--- src/rtl/mem_access_unit.sv ---
// mem_access_unit
//   Holds MAR/MDR, loads them from the shared datapath bus, and runs single
//   read/write transactions on a req/ack memory port with a bounded wait.
//
// Ports
//   Clk, Reset            clock (rising edge), asynchronous active-high reset
//   bus                   shared 16-bit datapath bus
//   LD_MAR, LD_MDR        load MAR / MDR from bus (IDLE only)
//   MEM_RD, MEM_WR        start read / write (IDLE only; read wins if both)
//   MAR, MDR              address and data registers (MDR feeds the bus mux)
//   busy, done, err       not-idle, one-cycle completion, sticky timeout flag
//   mem_addr, mem_wdata   mirror MAR / MDR
//   mem_req, mem_we       request (ACCESS only) and write enable
//   mem_ack, mem_rdata    memory completion and read data
//   state                 current FSM state (debug)
//
// Memory handshake: mem_req is held high for every ACCESS cycle. The memory
// completes by raising mem_ack for one cycle while mem_req is high; on a read
// mem_rdata must be valid in that cycle. mem_ack is ignored when mem_req is 0.
// If no ack arrives within TIMEOUT cycles (TIMEOUT != 0) the access aborts
// with err set; an ack in the final cycle still counts as completion.

module mem_access_unit #(
  parameter int TIMEOUT = 16
) (
  input  logic        Clk,
  input  logic        Reset,
  input  logic [15:0] bus,
  input  logic        LD_MAR,
  input  logic        LD_MDR,
  input  logic        MEM_RD,
  input  logic        MEM_WR,
  output logic [15:0] MAR,
  output logic [15:0] MDR,
  output logic        busy,
  output logic        done,
  output logic        err,
  output logic [15:0] mem_addr,
  output logic [15:0] mem_wdata,
  output logic        mem_req,
  output logic        mem_we,
  input  logic        mem_ack,
  input  logic [15:0] mem_rdata,
  output logic [1:0]  state
);

  // Counter only ever needs to reach TIMEOUT-1.
  localparam int CW = (TIMEOUT > 2) ? $clog2(TIMEOUT) : 1;
  localparam logic [CW-1:0] LAST = CW'(TIMEOUT - 1);

  typedef enum logic [1:0] {
    S_IDLE   = 2'd0,
    S_ACCESS = 2'd1,
    S_FINISH = 2'd2
  } state_t;

  state_t        state_q, state_d;
  logic          wr_q;
  logic [CW-1:0] cnt_q;
  logic          start;
  logic          timeout_hit;

  assign start       = (state_q == S_IDLE) && (MEM_RD || MEM_WR);
  assign timeout_hit = (TIMEOUT != 0) && (cnt_q == LAST);

  // State register
  always_ff @(posedge Clk or posedge Reset) begin
    if (Reset) state_q <= S_IDLE;
    else       state_q <= state_d;
  end

  // Next-state logic
  always_comb begin
    state_d = state_q;
    case (state_q)
      S_IDLE:   if (start) state_d = S_ACCESS;
      S_ACCESS: if (mem_ack || timeout_hit) state_d = S_FINISH;
      S_FINISH: state_d = S_IDLE;
      default:  state_d = S_IDLE;
    endcase
  end

  // Datapath registers. Loads and start share the IDLE edge, so the access
  // that follows already sees the freshly loaded MAR/MDR.
  always_ff @(posedge Clk or posedge Reset) begin
    if (Reset) begin
      MAR   <= '0;
      MDR   <= '0;
      wr_q  <= 1'b0;
      cnt_q <= '0;
      err   <= 1'b0;
    end else begin
      case (state_q)
        S_IDLE: begin
          if (LD_MAR) MAR <= bus;
          if (LD_MDR) MDR <= bus;
          if (start) begin
            wr_q  <= ~MEM_RD;  // read wins when both strobes are high
            cnt_q <= '0;
            err   <= 1'b0;
          end
        end
        S_ACCESS: begin
          if (mem_ack) begin
            if (!wr_q) MDR <= mem_rdata;
          end else if (timeout_hit) begin
            err <= 1'b1;
          end else begin
            cnt_q <= cnt_q + CW'(1);
          end
        end
        default: ;
      endcase
    end
  end

  // Moore outputs: decoded from state and registers only.
  assign busy      = (state_q != S_IDLE);
  assign done      = (state_q == S_FINISH);
  assign mem_req   = (state_q == S_ACCESS);
  assign mem_we    = (state_q == S_ACCESS) && wr_q;
  assign mem_addr  = MAR;
  assign mem_wdata = MDR;
  assign state     = state_q;

endmodule

--- config.mk ---
export PLATFORM = sky130hd
export DESIGN_NAME = mem_access_unit
export DESIGN_NICKNAME = d
export VERILOG_FILES = /design/src/rtl/mem_access_unit.sv
export SDC_FILE = /design/constraint.sdc
export NUM_CORES = 1
export LEC_CHECK = 0
export CAP_MARGIN = 30
export CORE_ASPECT_RATIO = 1.75
export CORE_MARGIN = 2
export CORE_UTILIZATION = 60
export CTS_BUF_LIST = sky130_fd_sc_hd__clkbuf_2
export CTS_CLUSTER_SIZE = 28
export DETAILED_ROUTE_END_ITERATION = 7
export DONT_BUFFER_PORTS = 1
export PLACE_DENSITY = 0.76
export RECOVER_POWER = 100
export SYNTH_ARGS = -nofsm -noshare
export SYNTH_HDL_FRONTEND = slang
export SYNTH_SLANG_ARGS = --single-unit
--- constraint.sdc ---
create_clock -name Clk -period 3 [get_ports Clk]
set_input_delay 0.45 -clock Clk [delete_from_list [all_inputs] [get_ports Clk]]
set_output_delay 0.45 -clock Clk [all_outputs]
set_load 0.02 [all_outputs]
Word level (Yosys, flattened, before mapping) --
Cells that the tools add are included.
Word-level totals: register bits after elaboration 40, input port bits 39, output and inout bits 71, word-level logic and storage cells 47
Operators by class: add/sub/neg operators 1, equality and inequality tests 11, multiplexer cells 15, bitwise gates (word level) 1, reductions and logical operators 13
Operator list (number):
- 16-bit two-way mux | 3
- 16-bit case mux with 2 select lines | 1
- 4-bit two-way mux | 3
- 4-bit AND reduction | 3
- 2-bit inequality test (second input constant) | 5
- 4-bit case mux with 2 select lines | 1
- 2-bit by 1-bit inequality test with 1-bit output (second input constant) | 3
- 2-bit AND reduction | 3
- 4-bit by 1-bit adder with 4-bit output (second input constant) | 1
- 4-bit equality test (second input constant) | 1
- 2-bit two-way mux | 2
- 2-bit case mux with 2 select lines | 1
- 2-bit nonzero test | 2
- 1-bit two-way mux | 3
- 2-bit by 1-bit equality test with 1-bit output (second input constant) | 1
- 2-bit equality test (second input constant) | 1
- 1-bit logical AND | 2
- 2-bit logical NOT | 1
- 1-bit logical OR | 2
- 1-bit case mux with 2 select lines | 1
- 1-bit NOT | 1

Logic depth before layout (Yosys ltp) --
depth in word-level cells 4, mapped depth 5, depth with buffers taken out 4

Worst setup path before layout --
Ideal clock, no wire load.
path kind register to register, start point register state_q[0], in the netlist state[0], end point register MDR[0], library setup time 0.125 ns, data arrival time 1.514 ns, data required time 2.875 ns, setup slack 1.361 ns, cell stages (with the launch flop) 6, path buffers 2, clock period less this slack 1.639 ns, path through dfrtp_1 nor2b_2 buf_6 buf_12 mux2_4 mux2_4
Between the ends: word-level cells in the longest chain between the ends 3, elaborated cells between the ends (all ways) 8, those cells by class eq/ne (4); mux (1); reduce/logical (3)
Ends and longest elaborated chain:
- from (decl) | line 57 | state_t state_q, state_d;
- from (signal assigned) | line 69 | else state_q <= state_d;
- 2-bit by 1-bit equality test with 1-bit output *
- via mem_req | line 40 | output logic mem_req,
- 2-bit inequality test (no line) (tied with other cells)
- 4-bit AND reduction (no line)
- to (signal assigned) | line 96 | if (LD_MDR) MDR <= bus;
- to (signal assigned) | line 105 | if (!wr_q) MDR <= mem_rdata;
- to (decl) | line 34 | output logic [15:0] MDR,
The timed path passes the listed nets; every way through them passes the cells marked *. A chain may end at the register's enable or synchronous reset.

Worst setup path after layout --
start point register state_q[0], in the netlist state[0], end point output port mem_we
Between the ends: word-level cells in the longest chain between the ends 2
Ends and longest elaborated chain:
- 2-bit by 1-bit equality test with 1-bit output | line 121 | assign mem_we = (state_q == S_ACCESS) && wr_q;
- 1-bit logical AND | line 121
- to (decl) | line 41 | output logic mem_we,
No other way between the ends.

==> out/results.txt <==
Run status: finished, final reports clean
Total DRC errors in the routed layout: 0
Most frequent cells in the layout: 40 x sky130_fd_sc_hd__dfrtp_1, 34 x sky130_fd_sc_hd__mux2_2, 8 x sky130_fd_sc_hd__mux2_4
Maximum number of pins on one net before global-route repair: 24
Number of setup violations in the final report: 0
Largest vdd supply drop: 0.704 mV
Effective utilization at floorplan: 0.628
Routed WL: 3.49 mm
Critical path capture point type: primary output
CP Data Arrival Time: 2.12 ns
Clock tree from TritonCTS: done
Number of vias in the routed layout: 1079
Path class of the lowest-slack min-delay path: input port to async pin
Part of the power in the clock network: 0.086
Final count of pins violating max slew: 0
Max-cap viol count: 0
Std cell rows: 28
Power per cell area: 1350 nW/um^2
Die span in y: 82.5 um
Detailed Route Iter0 Violations: 20
Int Pwr: 1.27 mW
Post-synthesis cell type count: 30
YS warnings: 0
Switching portion of total power: 0.506
Tmin final: 2.57 ns
Area of the die: 4030 um^2
Initial antenna violation count: 0
Avg Vias per Cell: 6.03
Sequential element share of the synthesized area: 0.474
Cell area after synthesis: 2110 um^2
Leakage: 0.826 nW
Post-CTS Setup Inserts: 0
RSZ-0062 raised after global routing: no
Worst Skew: 0.0180 ns
Critical Path Max Stage Delay: 0.56 ns
1st-pass router iterations: 4
FF+latch count, synth: 40
Area growth, synth to finish: -9.95%
Period utilisation layout: 0.855
Post-layout nets: 173
Most frequent standard cell in the layout excluding fill and tap cells: sky130_fd_sc_hd__dfrtp_1
Ratio of cells with drive above 1 in the final layout: 0.396
Slowest library cell on the worst path: sky130_fd_sc_hd__dfrtp_1
Overall track demand over capacity in global routing: 0.187
Mapped Nets: 200
Number of global-route vias before repair: 1107
Hold-fix buffer count after cts: 0
Max Freq: 390 MHz
Routed length per instance: 19.5 um
Post-CTS sizing: 0
Required time of the worst setup path: 2.55 ns
Final Hold Viols: 0
Power consumption: 2.57 mW
DPL Wire Length: 2.50 mm
Worst-skew pair later-pin latency: 0.37 ns
Type of the worst setup path: flop to primary output
Number of fillers in the final layout: 311
Slew HR: 0.213
Critical Path Start Type: flop
Syn Area/Cell: 13.2 um^2
Clock sink count: 40
Setup TNS Final: 0 ns
Critical path peak fanout: 11
Placer congestion estimate: 0.692
Actual transition at the worst max-transition pin: 1.18 ns
Htree depth: 2
Wire length of the first global-routing pass: 5.58 mm
Sequential fraction of design power: 0.625
CTS max path bufs: 2
Cell breakdown of the critical path: nor2b_2, buf_4, and2_0
Switching component of the power: 1.30 mW
Overflow left after global routing: 0
Post-CTS clock slew at the launch and capture registers of the worst setup and hold paths: 0.19 ns
Total I/O pin count: 110
Total of buffers placed on input and output ports: 0
Combinational share of power: 0.290
Horiz. Die Dim: 48.9 um
Combined buffer and inverter count along the critical path: 1
Core Area: 3360 um^2
Post-Syn Instances: 160
Post-DRT Antenna Nets: 0
Largest delay contributor family on the critical path: simple AND/OR/NAND/NOR gates
Root Buffer Master: sky130_fd_sc_hd__clkbuf_2
Antenna diodes: 0
Number of CTS-inserted buffers: 5
[Yosys cell counts]
library cell / number / share of area
sky130_fd_sc_hd__a21oi_1: 4 / 0.0095
sky130_fd_sc_hd__a21oi_2: 1 / 0.0041
sky130_fd_sc_hd__and2_1: 1 / 0.0030
sky130_fd_sc_hd__and2_2: 1 / 0.0036
sky130_fd_sc_hd__and2b_2: 1 / 0.0041
sky130_fd_sc_hd__and3_1: 1 / 0.0030
sky130_fd_sc_hd__and4_1: 1 / 0.0041
sky130_fd_sc_hd__buf_12: 1 / 0.0095
sky130_fd_sc_hd__buf_2: 1 / 0.0024
sky130_fd_sc_hd__buf_4: 32 / 0.11
sky130_fd_sc_hd__buf_6: 3 / 0.016
sky130_fd_sc_hd__dfrtp_1: 40 / 0.47
sky130_fd_sc_hd__ha_1: 1 / 0.0059
sky130_fd_sc_hd__inv_1: 4 / 0.0071
sky130_fd_sc_hd__mux2_2: 34 / 0.18
sky130_fd_sc_hd__mux2_4: 14 / 0.099
sky130_fd_sc_hd__mux2i_1: 2 / 0.0095
sky130_fd_sc_hd__nand2_1: 1 / 0.0018
sky130_fd_sc_hd__nand2b_1: 1 / 0.0030
sky130_fd_sc_hd__nand3_1: 2 / 0.0047
sky130_fd_sc_hd__nand3b_1: 2 / 0.0071
sky130_fd_sc_hd__nand4_1: 1 / 0.0030
sky130_fd_sc_hd__nor2_1: 4 / 0.0071
sky130_fd_sc_hd__nor2b_2: 1 / 0.0041
sky130_fd_sc_hd__nor3_1: 1 / 0.0024
sky130_fd_sc_hd__nor3b_1: 1 / 0.0036
sky130_fd_sc_hd__o211ai_1: 1 / 0.0036
sky130_fd_sc_hd__o21a_1: 1 / 0.0036
sky130_fd_sc_hd__o21ai_0: 1 / 0.0024
sky130_fd_sc_hd__o2bb2ai_1: 1 / 0.0041
[flip-flops by register name, indices dropped and copies added (netlist names)]
signal / count
wr_q: 1
state: 2
MDR: 16
cnt_q: 4
MAR: 16
err: 1
[layout make-up]
cell class              count  area (um^2)  area share
well taps                  45         56.3      0.0296
inverters                   4         15.0     0.00789
multi-input cells          79          773       0.406
repair buffers              3         18.8     0.00986
clock buffers               7         35.0      0.0184
flip-flops and latches     40         1000       0.526
clock inverters             1         3.75     0.00197
[worst register-to-register path: stages, from the launching register on]
cell	delay (ns)
sky130_fd_sc_hd__dfrtp_1	0.56
sky130_fd_sc_hd__nor2_1	0.25
sky130_fd_sc_hd__and2_0	0.95
sky130_fd_sc_hd__mux2_2	0.43
[metrics by stage]
step / std cells / worst slack (ns) / utilization / hold slack, ns / instance area (um^2)
final: 179 / 0.434 / 0.566 / 0.103 / 1900
after global routing: 179 / 0.241 / 0.566 / 0.0811 / 1900
after floorplan: 160 / 1.36 / - / 0.478 / 2110
after detailed placement: 171 / 0.834 / 0.563 / 0.500 / 1890
after CTS: 179 / 0.409 / 0.574 / 0.105 / 1930
after global placement: 171 / 0.923 / 0.563 / 0.490 / 1890
[path summary, 6_finish.rpt]
path	slack (ns)	cells past startpoint	from	end
min in group Clk	0.15	1	MEM_RD	wr_q$_DFFE_PP0P_
max in group asynchronous	1.52	2	Reset	cnt_q[2]$_DFFE_PP0P_
hold / removal	0.10	1	Reset	MAR[1]$_DFFE_PP0P_
hold reg to reg	0.52	1	cnt_q[0]$_DFFE_PP0P_	cnt_q[0]$_DFFE_PP0P_
setup reg to reg	0.71	3	state[1]$_DFFE_PP0P_	MAR[15]$_DFFE_PP0P_
setup / recovery	0.43	3	state[0]$_DFFE_PP0P_	mem_we
[layer usage]
metal,global-route usage,share of wire,routed length (um),up-vias
met4,0.0857,0.0060,21,0
met3,0.0881,0.088,306,2
li1,-,-,-,464
met5,0,0,0,-
met1,0.195,0.37,1310,545
met2,0.321,0.53,1860,68
[logic make-up (layout without fill, tap and decap cells)]
kind of cell | Yosys count | in the layout | synth area share
buffers and inverters | 41 | 15 | 0.149
AOI/OAI and AO/OA | 9 | 9 | 0.0272
muxes | 50 | 50 | 0.290
DFF | 40 | 40 | 0.474
adders and majority gates | 1 | 1 | 0.00592
and+or+nand+nor | 19 | 19 | 0.0545
[power groups by stage]
stage / Sequential (mW) / Combinational [mW] / Clock, mW
2_1_floorplan: 1.27 / 1.35 / 0
3_3_place_gp: 1.62 / 0.758 / 0
3_5_place_dp: 1.63 / 0.789 / 0
4_1_cts: 1.61 / 0.793 / 0.236
5_1_grt: 1.66 / 0.816 / 0.261
6_report: 1.61 / 0.745 / 0.220
No activity file was read; power rests on OpenSTA's default activity.
